$ cat src/rtl/ref_clk_train_pkg.sv
// rtl/ref_clk_train_pkg.sv - shared state encoding and sample patterns for reference-clock training
package ref_clk_train_pkg;

  typedef enum logic [3:0] {
    ST_IDLE,
    ST_LOAD,
    ST_SETTLE,
    ST_REF,
    ST_SAMPLE,
    ST_STEP_UP,
    ST_BACK,
    ST_DONE,
    ST_ERR
  } train_state_t;

  localparam logic [7:0] PAT_ALL0 = 8'h00;
  localparam logic [7:0] PAT_ALL1 = 8'hFF;

  function automatic logic is_flat_word(input logic [7:0] w);
    return (w == PAT_ALL0) || (w == PAT_ALL1);
  endfunction

endpackage

$ cat src/rtl/ref_clk_train_ctrl_if.sv
// rtl/ref_clk_train_ctrl_if.sv - training handshake and IOD delay-line bundle
interface ref_clk_train_ctrl_if #(
  parameter int TAP_W = 8
);
  logic             TRAIN_START;
  logic [7:0]       RX_DATA;
  logic             DELAY_LINE_OUT_OF_RANGE;
  logic             DELAY_LINE_LOAD;
  logic             DELAY_LINE_MOVE;
  logic             DELAY_LINE_DIRECTION;
  logic             EYE_MONITOR_CLEAR_FLAGS;
  logic             BUSY;
  logic             TRAIN_DONE;
  logic             TRAIN_ERR;
  logic [TAP_W-1:0] TAP_COUNT;
  logic [TAP_W-1:0] EDGE_TAP;

  modport master (
    output TRAIN_START, RX_DATA, DELAY_LINE_OUT_OF_RANGE,
    input  DELAY_LINE_LOAD, DELAY_LINE_MOVE, DELAY_LINE_DIRECTION,
           EYE_MONITOR_CLEAR_FLAGS, BUSY, TRAIN_DONE, TRAIN_ERR, TAP_COUNT, EDGE_TAP
  );

  modport slave (
    input  TRAIN_START, RX_DATA, DELAY_LINE_OUT_OF_RANGE,
    output DELAY_LINE_LOAD, DELAY_LINE_MOVE, DELAY_LINE_DIRECTION,
           EYE_MONITOR_CLEAR_FLAGS, BUSY, TRAIN_DONE, TRAIN_ERR, TAP_COUNT, EDGE_TAP
  );
endinterface

$ cat src/rtl/ref_clk_train_settle_cnt.sv
// rtl/ref_clk_train_settle_cnt.sv - loadable down-counter with zero flag for delay-line settling
module ref_clk_train_settle_cnt #(
  parameter int CNT_W = 4
) (
  input  logic             clk,
  input  logic             rst_n,
  input  logic             i_load,
  input  logic [CNT_W-1:0] i_load_val,
  input  logic             i_en,
  output logic             o_done
);

  logic [CNT_W-1:0] r_cnt;

  always_ff @(posedge clk or negedge rst_n) begin
    if (!rst_n) begin
      r_cnt <= '0;
    end else if (i_load) begin
      r_cnt <= i_load_val;
    end else if (i_en && (r_cnt != '0)) begin
      r_cnt <= r_cnt - 1'b1;
    end
  end

  assign o_done = (r_cnt == '0);

endmodule

$ cat src/rtl/ref_clk_train_ctrl.sv
// rtl/ref_clk_train_ctrl.sv - reference-clock IOD training sequencer: sweep taps up to the clock edge, then back off
module ref_clk_train_ctrl #(
  parameter int TAP_W         = 8,
  parameter int MAX_TAP       = 255,
  parameter int SETTLE_CYCLES = 8,
  parameter int CONFIRM       = 3,
  parameter int BACKOFF_TAPS  = 16
) (
  input  logic                 FAB_CLK,
  input  logic                 ARST_N,
  ref_clk_train_ctrl_if.slave  bus
);
  import ref_clk_train_pkg::*;

  localparam int SET_W  = (SETTLE_CYCLES < 2) ? 1 : $clog2(SETTLE_CYCLES);
  localparam int CONF_W = (CONFIRM < 2) ? 1 : $clog2(CONFIRM + 1);

  train_state_t     r_state;
  train_state_t     r_ret;
  logic             r_load;
  logic             r_move;
  logic             r_dir;
  logic             r_clear;
  logic             r_busy;
  logic             r_done;
  logic             r_err;
  logic [TAP_W-1:0] r_tap;
  logic [TAP_W-1:0] r_edge;
  logic [7:0]       r_ref;
  logic [CONF_W-1:0] r_conf;

  logic             w_settle_done;
  logic             w_settle_load;
  logic             w_settle_en;
  logic [TAP_W-1:0] w_target;

  // Counter is held at its reload value outside SETTLE so each round lasts exactly SETTLE_CYCLES.
  assign w_settle_load = (r_state != ST_SETTLE);
  assign w_settle_en   = (r_state == ST_SETTLE);

  assign w_target = (r_edge >= TAP_W'(BACKOFF_TAPS)) ? (r_edge - TAP_W'(BACKOFF_TAPS)) : '0;

  ref_clk_train_settle_cnt #(
    .CNT_W (SET_W)
  ) u_settle (
    .clk        (FAB_CLK),
    .rst_n      (ARST_N),
    .i_load     (w_settle_load),
    .i_load_val (SET_W'(SETTLE_CYCLES - 1)),
    .i_en       (w_settle_en),
    .o_done     (w_settle_done)
  );

  always_ff @(posedge FAB_CLK or negedge ARST_N) begin
    if (!ARST_N) begin
      r_state <= ST_IDLE;
      r_ret   <= ST_REF;
      r_load  <= 1'b0;
      r_move  <= 1'b0;
      r_dir   <= 1'b0;
      r_clear <= 1'b0;
      r_busy  <= 1'b0;
      r_done  <= 1'b0;
      r_err   <= 1'b0;
      r_tap   <= '0;
      r_edge  <= '0;
      r_ref   <= '0;
      r_conf  <= '0;
    end else begin
      r_load  <= 1'b0;
      r_move  <= 1'b0;
      r_clear <= 1'b0;
      case (r_state)
        ST_IDLE, ST_DONE, ST_ERR: begin
          if (bus.TRAIN_START) begin
            r_state <= ST_LOAD;
            r_done  <= 1'b0;
            r_err   <= 1'b0;
            r_edge  <= '0;
            r_busy  <= 1'b1;
          end
        end
        ST_LOAD: begin
          r_load  <= 1'b1;
          r_tap   <= '0;
          r_conf  <= '0;
          r_ret   <= ST_REF;
          r_state <= ST_SETTLE;
        end
        ST_SETTLE: begin
          if (w_settle_done) begin
            r_state <= r_ret;
          end
        end
        ST_REF: begin
          r_ref <= bus.RX_DATA;
          if (is_flat_word(bus.RX_DATA)) begin
            r_state <= ST_ERR;
            r_err   <= 1'b1;
            r_busy  <= 1'b0;
          end else begin
            r_state <= ST_SAMPLE;
          end
        end
        ST_SAMPLE: begin
          if (bus.RX_DATA == r_ref) begin
            r_conf  <= '0;
            r_state <= ST_STEP_UP;
          end else if (r_conf == CONF_W'(CONFIRM - 1)) begin
            r_conf  <= '0;
            r_edge  <= r_tap;
            r_state <= ST_BACK;
          end else begin
            // Re-sample the same tap after another settle round to reject glitches.
            r_conf  <= r_conf + 1'b1;
            r_ret   <= ST_SAMPLE;
            r_state <= ST_SETTLE;
          end
        end
        ST_STEP_UP: begin
          if ((r_tap == TAP_W'(MAX_TAP)) || bus.DELAY_LINE_OUT_OF_RANGE) begin
            r_state <= ST_ERR;
            r_err   <= 1'b1;
            r_busy  <= 1'b0;
          end else begin
            r_move  <= 1'b1;
            r_dir   <= 1'b1;
            r_tap   <= r_tap + 1'b1;
            r_ret   <= ST_SAMPLE;
            r_state <= ST_SETTLE;
          end
        end
        ST_BACK: begin
          if (r_tap > w_target) begin
            r_move  <= 1'b1;
            r_dir   <= 1'b0;
            r_tap   <= r_tap - 1'b1;
            r_ret   <= ST_BACK;
            r_state <= ST_SETTLE;
          end else begin
            r_state <= ST_DONE;
            r_done  <= 1'b1;
            r_busy  <= 1'b0;
            r_clear <= 1'b1;
          end
        end
        default: begin
          r_state <= ST_IDLE;
        end
      endcase
    end
  end

  assign bus.DELAY_LINE_LOAD         = r_load;
  assign bus.DELAY_LINE_MOVE         = r_move;
  assign bus.DELAY_LINE_DIRECTION    = r_dir;
  assign bus.EYE_MONITOR_CLEAR_FLAGS = r_clear;
  assign bus.BUSY                    = r_busy;
  assign bus.TRAIN_DONE              = r_done;
  assign bus.TRAIN_ERR               = r_err;
  assign bus.TAP_COUNT               = r_tap;
  assign bus.EDGE_TAP                = r_edge;

endmodule

$ cat src/flat_wrapper.sv
// flat-port wrapper written by rule: the top's interface ports become plain ports
module ref_clk_train_ctrl_flat import ref_clk_train_pkg::*;
#(
  parameter int TAP_W         = 8,
  parameter int MAX_TAP       = 255,
  parameter int SETTLE_CYCLES = 8,
  parameter int CONFIRM       = 3,
  parameter int BACKOFF_TAPS  = 16
)
  (FAB_CLK, ARST_N, bus_TRAIN_START, bus_RX_DATA, bus_DELAY_LINE_OUT_OF_RANGE, bus_DELAY_LINE_LOAD, bus_DELAY_LINE_MOVE, bus_DELAY_LINE_DIRECTION, bus_EYE_MONITOR_CLEAR_FLAGS, bus_BUSY, bus_TRAIN_DONE, bus_TRAIN_ERR, bus_TAP_COUNT, bus_EDGE_TAP);
  ref_clk_train_ctrl_if #(.TAP_W(TAP_W)) bus_i ();
  input  logic FAB_CLK;
  input  logic ARST_N;
  input wire logic [$bits(bus_i.TRAIN_START)-1:0] bus_TRAIN_START;
  input wire logic [$bits(bus_i.RX_DATA)-1:0] bus_RX_DATA;
  input wire logic [$bits(bus_i.DELAY_LINE_OUT_OF_RANGE)-1:0] bus_DELAY_LINE_OUT_OF_RANGE;
  output wire logic [$bits(bus_i.DELAY_LINE_LOAD)-1:0] bus_DELAY_LINE_LOAD;
  output wire logic [$bits(bus_i.DELAY_LINE_MOVE)-1:0] bus_DELAY_LINE_MOVE;
  output wire logic [$bits(bus_i.DELAY_LINE_DIRECTION)-1:0] bus_DELAY_LINE_DIRECTION;
  output wire logic [$bits(bus_i.EYE_MONITOR_CLEAR_FLAGS)-1:0] bus_EYE_MONITOR_CLEAR_FLAGS;
  output wire logic [$bits(bus_i.BUSY)-1:0] bus_BUSY;
  output wire logic [$bits(bus_i.TRAIN_DONE)-1:0] bus_TRAIN_DONE;
  output wire logic [$bits(bus_i.TRAIN_ERR)-1:0] bus_TRAIN_ERR;
  output wire logic [$bits(bus_i.TAP_COUNT)-1:0] bus_TAP_COUNT;
  output wire logic [$bits(bus_i.EDGE_TAP)-1:0] bus_EDGE_TAP;
  assign bus_i.TRAIN_START = bus_TRAIN_START;
  assign bus_i.RX_DATA = bus_RX_DATA;
  assign bus_i.DELAY_LINE_OUT_OF_RANGE = bus_DELAY_LINE_OUT_OF_RANGE;
  assign bus_DELAY_LINE_LOAD = bus_i.DELAY_LINE_LOAD;
  assign bus_DELAY_LINE_MOVE = bus_i.DELAY_LINE_MOVE;
  assign bus_DELAY_LINE_DIRECTION = bus_i.DELAY_LINE_DIRECTION;
  assign bus_EYE_MONITOR_CLEAR_FLAGS = bus_i.EYE_MONITOR_CLEAR_FLAGS;
  assign bus_BUSY = bus_i.BUSY;
  assign bus_TRAIN_DONE = bus_i.TRAIN_DONE;
  assign bus_TRAIN_ERR = bus_i.TRAIN_ERR;
  assign bus_TAP_COUNT = bus_i.TAP_COUNT;
  assign bus_EDGE_TAP = bus_i.EDGE_TAP;
  ref_clk_train_ctrl #(.TAP_W(TAP_W), .MAX_TAP(MAX_TAP), .SETTLE_CYCLES(SETTLE_CYCLES), .CONFIRM(CONFIRM), .BACKOFF_TAPS(BACKOFF_TAPS)) u_core (.FAB_CLK(FAB_CLK), .ARST_N(ARST_N), .bus(bus_i));
endmodule
$ cat config.mk
export PLATFORM = sky130hd
export DESIGN_NAME = ref_clk_train_ctrl_flat
export DESIGN_NICKNAME = d
export VERILOG_FILES = /design/src/rtl/ref_clk_train_pkg.sv /design/src/rtl/ref_clk_train_ctrl_if.sv /design/src/rtl/ref_clk_train_settle_cnt.sv /design/src/rtl/ref_clk_train_ctrl.sv /design/src/flat_wrapper.sv
export SDC_FILE = /design/constraint.sdc
export NUM_CORES = 1
export LEC_CHECK = 0
export CAP_MARGIN = 25
export CORE_UTILIZATION = 50
export DETAILED_ROUTE_END_ITERATION = 10
export PLACE_DENSITY = 0.73
export SETUP_SLACK_MARGIN = 0.02
export SLEW_MARGIN = 5
export SYNTH_ARGS = -nofsm -noshare
export SYNTH_HDL_FRONTEND = slang
export SYNTH_SLANG_ARGS = --single-unit
$ cat constraint.sdc
create_clock -name FAB_CLK -period 7.5 [get_ports FAB_CLK]
set_input_delay 1.875 -clock FAB_CLK [delete_from_list [all_inputs] [get_ports FAB_CLK]]
set_output_delay 1.875 -clock FAB_CLK [all_outputs]
set_load 0.01 [all_outputs]
======== After elaboration in Yosys (flattened, before gate mapping) ========
Index checks and enable logic that the tools add are counted.
word-level totals
  output and inout port bits .............. 23
  bits of input ports ..................... 12
  word-level logic and storage cells ...... 115
  bits in registers ....................... 44
cells by class
  equal/unequal tests ..................... 23
  $add $sub $neg .......................... 5
  muxes and demuxes ....................... 46
  magnitude comparators ................... 2
  reductions and logical operators ........ 25
operator list
  kind                   number
  $mux W8                6
  $mux W4                9
  $pmux W4 S7            1
  $pmux W8 S3            1
  $eq A4 B3 Y1 const B   4
  $eq A8 B8 Y1 const B   2
  $pmux W4 S4            1
  $pmux W8 S2            1
  $mux W1                15
  $mux W3                4
  $ne A2 B1 Y1 const B   5
  $ne A2 B2 Y1 const B   5
  $reduce_and A5 Y1      2
  $reduce_bool A2 Y1     5
  $reduce_and A3 Y1      3
  $reduce_bool A3 Y1     3
  $add A8 B1 Y8 const B  1
  $eq A4 B2 Y1 const B   2
  $eq A8 B8 Y1           1
  $ge A8 B5 Y1 const B   1
  $gt A8 B8 Y1           1
  $logic_not A8 Y1       1
  $reduce_and A4 Y1      2
  $reduce_bool A4 Y1     2
  other kinds (19)       23

======== Longest topological paths before layout ========
Gate-level depths: netlist of run 1.
  word-level depth ........................ 5
  mapped depth ............................ 13
  mapped depth without buffers ............ 12

======== Modules after synthesis ========
A second synthesis of run 1 with hierarchy kept.
second synthesis, totals
  cell total of the unflattened synthesis .. 281
  area total of the unflattened synthesis .. 2741.4 sq um
by module, submodules not included
  module                    seq. area each (sq um)  times used  cells an instance  area an instance (sq um)
  ref_clk_train_ctrl        1003.5                  1           262                2533.7
  ref_clk_train_settle_cnt  75.1                    1           19                 207.7

======== Least setup slack after synthesis of run 1 ========
OpenSTA, ideal clock, no wires.
  kind .................................... input-to-reg
  from .................................... in bus_RX_DATA[3]
  to ...................................... reg u_core.r_edge[4], in the netlist u_core.bus.EDGE_TAP[4]
  setup slack ............................. 4.568 ns
  arrival time ............................ 2.806 ns
  stages on the path ...................... 7
  buffers on the path ..................... 1
  library setup time ...................... 0.127 ns
  cell sequence ........................... xnor2_1 > nand4_1 > o21ai_1 > o21ai_4 > buf_6 > nand3_1 > o21ai_0
on the way
  word-level cells in the longest chain between the ends .. 3
RTL lines
  item                                RTL line                   source
  from (decl)                         flat_wrapper.sv:15         input wire logic [$bits(bus_i.RX_DATA)-1:0] bus_RX_DATA;
  $eq A8 B8 Y1                        ref_clk_train_ctrl.sv:106  if (bus.RX_DATA == r_ref) begin
  $ne A2 B2 Y1 (no source line)       --
  $reduce_and A4 Y1 (no source line)  --
  to (signal assigned)                ref_clk_train_ctrl.sv:111  r_edge <= r_tap;
  to (decl)                           ref_clk_train_ctrl.sv:28   logic [TAP_W-1:0] r_edge;
Every way passes these cells.
A chain may end at the register's enable or synchronous reset.

======== Final worst setup path of run 1 ========
  from .................................... in bus_RX_DATA[6]
  to ...................................... reg u_core.r_edge[1], in the netlist u_core.bus.EDGE_TAP[1]
Same word-level chain as after synthesis.

==> impl_results.md, run 1 <==
* Count of input and output buffers at 34
* Post-synth ARST share at between 90% and 100%
* Maxcap violations at 0
* Share of cells above drive strength 1 at around 8.3%
* Final Cycle Share at 44.8%
* Hold path depth at 1
* Warnings, synthesis at 0
* Met3 usage in global routing at between 3 and 4%
* Synth top area cells: dfrtp_1, ha_1, nand2_1
* Vias per cell at approximately 5.6
* IO Pins at 35
* Worst-Margin Slew at 0.741 ns
* Tmin final at 3.36 ns
* Crit path capture type: flip-flop
* Clock Path Buffers at 2
* Pwr/cell area at around 290 mW/mm²
* VDD IR max at 0.000189 V
* Share of the synthesized area in the top cell type at a little under two fifths
* Number of flops mapped to enable cells by yosys at 0
* Setup TNS at 0 ns
* Rel. slew slack at roughly half
* Comb pwr share at between 40% and 50%
* Design area at roughly 0.0032 mm²
* Pin count of the biggest net entering global routing at 44
* Net Sw Frac at between 30% and 40%
* Grt met2 use at around 36%
* Die H at 76.1 µm
* Leakage at between 0.001 and 0.0015 µW
* CP Launch Type: primary input
* Cts repair resizes at 0
* Mapped Cells at ~310
* GR Util met1 at 30.7%
* Cts hold-fix bufs at 0
* Vias in the first global route at approximately 2200
* Post-synth top area cell: dfrtp_1
* Path category of the worst min-delay check: reg -> reg
* CP Class: in -> reg
* Initial DRT Pass Iterations at 4
* Die W at 76.1 µm
* Setup Fix Bufs, Post-CTS at 0
* Clock root buffer: clkbuf_8
* Synth cell types at 57
* Congestion Overflow GR at 0
* Post-Route Utilization at a little over three fifths
* H-tree levels at 2
* Final setup vio count at 0
* WHS at 0.499 ns
* WL final at ~6100 µm
* Gr busiest metal: met2
* DRC viols at 0
* Area growth, synth to finish at 18.3%
* Row cnt at 26
* Clock skew at 0.0108 ns
* Clk pin slew, worst setup/hold paths at roughly 0.080 ns
* Fin. Hold Viols at 0
* Ant. Diodes at 0
* Seq pwr share at 39.4%
* TritonCTS Sinks at 43
* Crit Path Max Fanout at 16
* Int Power at 580 µW
* Initial Utilization at 52.8%
* Num CTS Buffers at 5
* Reg2reg start: u_core.r_state[2]
* Placer Congestion at just over 0.8
* Post-Synthesis Cell Area at roughly 0.0027 mm²
* Hold Startpoint: u_core.bus.TRAIN_DONE
* Placed cell area at slightly above 0.003 mm²
* Worst Hold End: u_core.bus.TRAIN_DONE
* Worst R2R Setup Slack at 4.46 ns
* Status: complete, no violations
* FMAX at approximately 300 MHz
* Reg2reg end: u_core.bus.TAP_COUNT[7]
* First-pass GRT wire length at 10300 µm
* Antenna Violating Nets Remaining at 0
* Proportion of power drawn by the clock network at around a fifth
* Reg2Reg Depth at 10
* CTS tree: yes
* RSZ-0062 raised after global routing: false
* CP Data Arrival Time at roughly 3.5 ns
* Average wire per standard cell at roughly 15 µm
* Nets at approximately 370
* Main synth FF type: dfrtp_1
* Seq/Total Area, Yosys at 39.3%
* Initial drt markers at between 100 and 150
* P_sw at roughly 360 µW
* Die ar. at a little under 0.006 mm²
* Mapped Nets at roughly 340
* Initial antenna violation count at 0
* HPWL after DPL at roughly 4300 µm
* Worst skew pair latency at just under 0.3 ns
* Core area at roughly 0.0052 mm²
* Via count at about 2300
* Fillers at 456
* Synth Register Bits at 43
* Gr usage total at between 20% and 30%
* Avg Cell Area, Syn at approximately 9 µm²
* Max Slew Vio Count at 0
* CP required at about 7.7 ns
## worst max-delay path by stage
stage	depth (start not counted)	end	start	slack, ns
final	7	u_core.bus.EDGE_TAP[1]	bus_RX_DATA[6]	4.14
after global routing	7	u_core.bus.EDGE_TAP[2]	bus_RX_DATA[7]	4.00
after CTS	7	u_core.bus.EDGE_TAP[5]	bus_RX_DATA[5]	4.15
after detailed placement	7	u_core.bus.EDGE_TAP[2]	bus_RX_DATA[5]	3.84
after global placement	7	u_core.bus.EDGE_TAP[6]	bus_RX_DATA[3]	3.91
after floorplan	7	u_core.bus.EDGE_TAP[4]	bus_RX_DATA[3]	4.57
## metrics by stage
| step | setup WS [ns] | power, µW | cells |
|---|---|---|---|
| after floorplan | 4.57 | 648 | 305 |
| after global placement | 3.91 | 745 | 400 |
| after detailed placement | 3.84 | 752 | 400 |
| after CTS | 4.15 | 943 | 408 |
| after global routing | 4.00 | 1010 | 409 |
| final | 4.14 | 944 | 409 |
## routing by layer
layer	part of all wire (%)	vias to the layer above
met1	49	1076
met4	0.90	0
li1	-	1141
met3	4.7	6
met2	46	60
met5	0	-
## sequential cells by signal (all words and copies together), names as in the netlist
signal / flops
u_core.r_ret: 3
u_core.bus.BUSY: 1
u_core.bus.DELAY_LINE_MOVE: 1
u_core.bus.EYE_MONITOR_CLEAR_FLAGS: 1
u_core.bus.DELAY_LINE_LOAD: 1
u_core.u_settle.r_cnt: 3
u_core.bus.TRAIN_DONE: 1
u_core.r_ref: 8
u_core.bus.EDGE_TAP: 8
u_core.bus.TAP_COUNT: 8
u_core.bus.DELAY_LINE_DIRECTION: 1
u_core.r_state: 4
u_core.bus.TRAIN_ERR: 1
u_core.r_conf: 2
## power groups by stage
stage               Sequential, µW  Combinational [µW]  Clock (µW)
floorplan                      350                 297           0
global placement               374                 371           0
detailed placement             374                 378           0
CTS                            371                 381         190
global route                   383                 425         200
finish                         372                 384         187
## layout by cell type, fill, tap and decap left out, types with 2 or more instances in the layout
cell,instances
nor2b_1,4
clkbuf_8,6
inv_1,17
o21ai_1,4
nand2_1,54
nor4_1,3
and2_1,2
a211o_1,2
a22oi_1,2
nand3_1,12
o21ai_0,23
dfrtp_1,41
nand4_1,8
inv_2,2
o211ai_1,4
mux2_2,2
xnor2_1,12
nor2_1,19
nand2b_1,3
dfstp_2,2
a21o_1,3
and3_1,2
a21oi_1,13
xor2_1,4
nor3_1,5
o21a_1,3
ha_1,18
clkdlybuf4s50_1,33
o31ai_1,6
## cell type report
class / count / area (µm²) / share of cell area, %
inverter: 19 / 71.3 / 2.19
multi-input combinational: 234 / 1530 / 47.1
sequential: 43 / 1080 / 33.2
timing repair buffer: 35 / 363 / 11.2
clock inverter: 2 / 35.0 / 1.08
clock buffer: 6 / 82.6 / 2.54
tap: 70 / 87.6 / 2.70
## logic make-up after synthesis
family / share of synthesized area [%]
buffers and inverters: 4.97
adder cells (fa/ha/maj): 8.93
multiplexers: 1.18
flip-flops: 39.3
AND/OR/NAND/NOR: 21.1
XOR/XNOR: 5.10
AO/OA/AOI/OAI: 19.5
## synthesized netlist by cell type (2+ instances only)
cell type,instances
nand2_1,54
dfrtp_1,41
o21ai_0,23
nor2_1,19
ha_1,18
inv_1,17
a21oi_1,13
nand3_1,12
xnor2_1,12
nand4_1,8
o31ai_1,6
nor3_1,5
buf_2,4
nor2b_1,4
o211ai_1,4
o21ai_1,4
xor2_1,4
a21o_1,3
buf_6,3
nand2b_1,3
nor4_1,3
o21a_1,3
a211o_1,2
a22oi_1,2
and2_1,2
and3_1,2
dfstp_2,2
inv_2,2
mux2_2,2
## critical path: stages
cell and delay (ns):
clkdlybuf4s50_1 0.55, xnor2_1 0.16, nand4_1 0.15, o21ai_1 0.37
o21ai_4 0.20, nand3_1 0.13, o21ai_0 0.09
Power figures use the tool's default switching activity.
==> run 2: changes to the inputs <==
Clock period 7.5 ns to 3.1 ns, I/O delays scaled along.
==> run 2 against run 1 <==
- cell count rose by 0.73%
- clock power rose by 99%
- wire length fell by 1.8%
- via count rose by 0.13%
- cell area fell by 0.12%
- critical path type is now reg -> reg
- clock-buffer cell count rose by 1
- die area did not move
- total power rose by 140%
- flip-flop and latch count did not move
- sequential power rose by 130%
- worst hold slack got worse by 0.075 ns
==> impl_results.md, run 2 (synthesized netlist as in run 1, its figures left out) <==
* Most common cell after layout, fill and taps aside: nand2_1
* Commonest cells after routing, fill and taps aside: nand2_1, dfrtp_1, clkdlybuf4s50_1
* WL final at between 5000 and 6000 µm
* CP Class: reg -> reg
* Worst skew pair latency at 0.30 ns
* Rel. slew slack at about 47%
* Ant. Diodes at 0
* DRC viols at 0
* Die H at 76.1 µm
* Initial antenna violation count at 0
* Clock skew at between 0.005 and 0.006 ns
* H-tree levels at 2
* Gr busiest metal: met1
* Final non-filler cell total at ~410
* CP Launch Type: flip-flop
* Setup Fix Bufs, Post-CTS at 0
* HPWL after DPL at around 4200 µm
* Final setup vio count at 0
* GR Util met1 at about a third
* Cts repair resizes at 0
* Placer Congestion at between 0.8 and 0.9
* Via count at ~2300
* Path category of the worst min-delay check: in -> async
* Worst R2R Setup Slack at between 0.2 and 0.25 ns
* RSZ-0062 raised after global routing: false
* FMAX at approximately 350 MHz
* Die W at 76.1 µm
* Maxcap violations at 0
* Grt met2 use at 33.5%
* Final worst slack at 0.247 ns
* Num CTS Buffers at 5
* First-pass GRT wire length at around 11000 µm
* Vias per cell at between 5 and 6
* Die ar. at 0.00579 mm²
* Placed Instances at 403
* Initial drt markers at 130
* Leakage at roughly 0.0014 µW
* Count of input and output buffers at 34
* Worst-Margin Slew at 0.780 ns
* Clock root buffer: clkbuf_8
* Row cnt at 26
* CP Data Arrival Time at approximately 3.0 ns
* VDD IR max at between 0.0004 and 0.0005 V
* IO Pins at 35
* Post-Route Utilization at between 60% and 70%
* Clock Path Buffers at 2
* Crit Path Max Fanout at 11
* Nets at around 370
* Met3 usage in global routing at 3.59%
* DP Worst Slack at about 0.3 ns
* Cts hold-fix bufs at 0
* Clk pin slew, worst setup/hold paths at around 0.080 ns
* Vias in the first global route at 2184
* Core area at approximately 0.0052 mm²
* Tmin final at 2.85 ns
* Final Cycle Share at between 90% and 100%
* Area growth, synth to finish at 18.2%
* Share of cells above drive strength 1 at about 9%
* Setup TNS at 0 ns
* CP required at ~3.3 ns
* Crit path capture type: flip-flop
* Average wire per standard cell at around 15 µm
* Antenna Violating Nets Remaining at 0
* Fillers at 440
* Status: complete, no violations
* Fin. Hold Viols at 0
* CTS tree: yes
* Gr usage total at between 20% and 30%
* WHS at around 0.42 ns
* Congestion Overflow GR at 0
* Initial DRT Pass Iterations at 4
* Max Slew Vio Count at 0
* Initial Utilization at between 50% and 60%
* TritonCTS Sinks at 43
* Pwr/cell area at around 690 mW/mm²
* Pin count of the biggest net entering global routing at 44
## run 2: cell count changes in the layout (fill, tap and decap cells not counted)
cell	delta
buf_4	+3
bufinv_16	-1
clkbuf_1	+1
## run 2: path summary, 6_finish.rpt
path	from	end	cells after the start
setup reg to reg	u_core.r_state[3]	u_core.bus.TAP_COUNT[7]	10
hold reg to reg	u_core.r_ref[3]	u_core.r_ref[3]	2
min in group FAB_CLK	u_core.r_ref[3]	u_core.r_ref[3]	2
max in group asynchronous	ARST_N	u_core.r_ret[0]	2
hold / removal	ARST_N	u_core.bus.DELAY_LINE_MOVE	1
setup / recovery	u_core.r_state[3]	u_core.bus.TAP_COUNT[7]	10
## run 2: final cells by class
| cell class | count | area, µm² | share of cell area [%] |
|---|---|---|---|
| Tap cell | 70 | 87.6 | 2.70 |
| Timing Repair Buffer | 38 | 385 | 11.9 |
| Multi-Input combinational cell | 234 | 1530 | 47.2 |
| Sequential cell | 43 | 1080 | 33.2 |
| Clock buffer | 7 | 86.3 | 2.66 |
| Clock inverter | 1 | 5.00 | 0.154 |
| Inverter | 19 | 71.3 | 2.20 |
## run 2: routing by layer
| layer | share of wire (%) | wire length, µm |
|---|---|---|
| met5 | 0 | 0 |
| met1 | 52 | 3120 |
| met2 | 43 | 2580 |
| met3 | 3.8 | 225 |
| met4 | 1.0 | 61 |
## run 2: through the flow
| step | area [µm²] | total power (µW) |
|---|---|---|
| 2_1_floorplan | 2750 | 1570 |
| 3_3_place_gp | 3130 | 1830 |
| 3_5_place_dp | 3130 | 1840 |
| 4_1_cts | 3220 | 2230 |
| 5_1_grt | 3250 | 2400 |
| 6_report | 3250 | 2230 |
## run 2: critical path: stages (launching register included)
cell and delay, ns:
dfrtp_1 0.53, nor3b_4 0.28, nand2_2 0.15, inv_2 0.20, ha_1 0.27, a21oi_1 0.21
o211ai_1 0.17, o41ai_2 0.34, mux2_2 0.38, o21ai_0 0.14, o21ai_1 0.08
## run 2: report_power, final
part | leakage (µW) | internal (µW) | switching, µW | total, µW
Sequential | 0.000549 | 722 | 125 | 847
Combinational | 0.000815 | 440 | 565 | 1010
Clock | 0.0000482 | 180 | 193 | 373
==> run 3: changes to the inputs <==
Settings changed: GPL_TIMING_DRIVEN set to 1, PLACE_DENSITY 0.73 to not set, PLACE_DENSITY_LB_ADDON set to 0.12.
==> run 3 against run 2 <==
- critical path depth unchanged
- via count grew 0.83%
- wire length grew 1.2%
- critical path type unchanged
- largest cell class unchanged
- largest power group unchanged
- highest routed layer unchanged
==> impl_results.md, run 3 (synthesized netlist as in run 1, its figures left out) <==
* Setup TNS at 0 ns
* Setup Fix Bufs, Post-CTS at 0
* Clock Path Buffers at 2
* Share of cells above drive strength 1 at 9.06%
* Final setup vio count at 0
* Via count at 2305
* Reg2Reg Depth at 10
* Initial Utilization at a little over half
* Count of input and output buffers at 34
* Pin count of the biggest net entering global routing at 44
* Congestion Overflow GR at 0
* Ant. Diodes at 0
* Met3 wire len at ~260 µm
* CP Data Arrival Time at 2.98 ns
* Crit path capture type: flip-flop
* CP Launch Type: flip-flop
* Gr usage total at 22.5%
* CTS tree: yes
* Pwr/cell area at between 700 and 800 mW/mm²
* Vias in the first global route at 2178
* Met1 wire length at around 3000 µm
* RSZ-0062 raised after global routing: false
* Rel. slew slack at between 50% and 60%
* Initial drt markers at between 100 and 150
* Worst skew pair latency at about 0.3 ns
* VDD IR max at 0.000453 V
* Average wire per standard cell at between 10 and 15 µm
* Die ar. at approximately 0.0058 mm²
* IO Pins at 35
* WHS at ~0.44 ns
* Vias per cell at 5.59
* CP required at 3.28 ns
* Reg2reg end: u_core.bus.TAP_COUNT[7]
* Row cnt at 26
* Antenna Violating Nets Remaining at 0
* Cts hold-fix bufs at 0
* Placer Congestion at between 0.8 and 0.9
* Highest Signal Layer: met4
* Seq pwr share at between 30% and 40%
* Path category of the worst min-delay check: in -> async
* Leakage at roughly 0.0014 µW
* Die H at around 76 µm
* DR WL met2 at ~2700 µm
* Most common cell after layout, fill and taps aside: nand2_1
* Initial DRT Pass Iterations at 4
* Fillers at between 400 and 500
* First-pass GRT wire length at between 10000 and 15000 µm
* Area growth, synth to finish at 19.1%
* WL final at just over 6000 µm
* Worst R2R Setup Slack at between 0.2 and 0.3 ns
* Nets at between 300 and 400
* Worst-Margin Slew at 0.670 ns
* CP Class: reg -> reg
* Status: complete, no violations
* Cts repair resizes at 0
* Maxcap violations at 0
* Proportion of power drawn by the clock network at ~20%
* Tmin final at ~2.8 ns
* DRC viols at 0
* Fin. Hold Viols at 0
* Clk pin slew, worst setup/hold paths at about 0.090 ns
* Core area at between 0.005 and 0.006 mm²
* Commonest cells after routing, fill and taps aside: nand2_1, dfrtp_1, clkdlybuf4s50_1
* Crit Path Max Fanout at 11
* Net Sw Frac at a little under 40%
* Initial antenna violation count at 0
* H-tree levels at 2
* TritonCTS Sinks at between 40 and 50
* Post-Route Utilization at 62.9%
* Comb pwr share at between 40% and 50%
* FMAX at between 300 and 400 MHz
* Final Cycle Share at between 90 and 100%
* Clock skew at 0.00557 ns
* Clock root buffer: clkbuf_8
* Max Slew Vio Count at 0
* Int Power at about 1400 µW
* Reg2reg start: u_core.r_state[3]
* HPWL after DPL at approximately 4400 µm
* Num CTS Buffers at 5
* Die W at ~76 µm
* P_sw at 904 µW
==> run 3: changes by cell type in the layout (fill, tap and decap cells not counted), sizes merged <==
cell    delta
bufinv     +1
clkbuf     -1
==> run 3: critical path: stages, from the launching register on <==
cell and delay (ns):
dfrtp_1 0.52, nor3b_4 0.27, nand2_2 0.16, inv_2 0.20, ha_1 0.27, a21oi_1 0.19
o211ai_1 0.16, o41ai_2 0.33, mux2_2 0.37, o21ai_0 0.13, o21ai_1 0.08
==> run 3: area by class of cell <==
| type | instances | area, µm² | share of cell area (%) |
|---|---|---|---|
| multi-input combinational | 234 | 1530 | 46.8 |
| tap | 70 | 87.6 | 2.68 |
| clock inverter | 2 | 35.0 | 1.07 |
| clock buffer | 6 | 82.6 | 2.52 |
| inverter | 19 | 71.3 | 2.18 |
| timing repair buffer | 38 | 385 | 11.8 |
| sequential | 43 | 1080 | 33.0 |
==> run 3: power by group through the flow <==
| stage | sequential [µW] | combinational, µW | clock, µW |
|---|---|---|---|
| 2_1_floorplan | 847 | 720 | 0 |
| 3_3_place_gp | 853 | 984 | 0 |
| 5_1_grt | 872 | 1130 | 498 |
| 3_5_place_dp | 854 | 1000 | 0 |
| 6_report | 849 | 1010 | 464 |
| 4_1_cts | 847 | 1010 | 474 |
==> run 3: how the worst max path moves through the flow <==
| stage | to | startpoint | slack [ns] |
|---|---|---|---|
| floorplan | u_core.bus.TAP_COUNT[7] | u_core.r_state[3] | 0.63 |
| global placement | u_core.bus.TAP_COUNT[7] | u_core.r_state[3] | 0.42 |
| detailed placement | u_core.bus.TAP_COUNT[7] | u_core.r_state[3] | 0.32 |
| CTS | u_core.bus.TAP_COUNT[7] | u_core.r_state[3] | 0.31 |
| global route | u_core.bus.TAP_COUNT[0] | u_core.bus.EDGE_TAP[4] | 0.11 |
| finish | u_core.bus.TAP_COUNT[7] | u_core.r_state[3] | 0.29 |
==> run 3: metrics by stage <==
stage	setup WS (ns)	instance area, µm²	instances	power [µW]
floorplan	0.634	2750	305	1570
global placement	0.425	3130	403	1840
detailed placement	0.323	3130	403	1850
CTS	0.309	3240	411	2330
global route	0.111	3270	412	2500
finish	0.293	3270	412	2330
==> run 3: layer usage <==
metal  track usage [%]  vias up
met4              6.73        0
met3              2.51        7
met5                 0        -
met2              34.5       61
met1              33.5     1097
li1                  -     1140
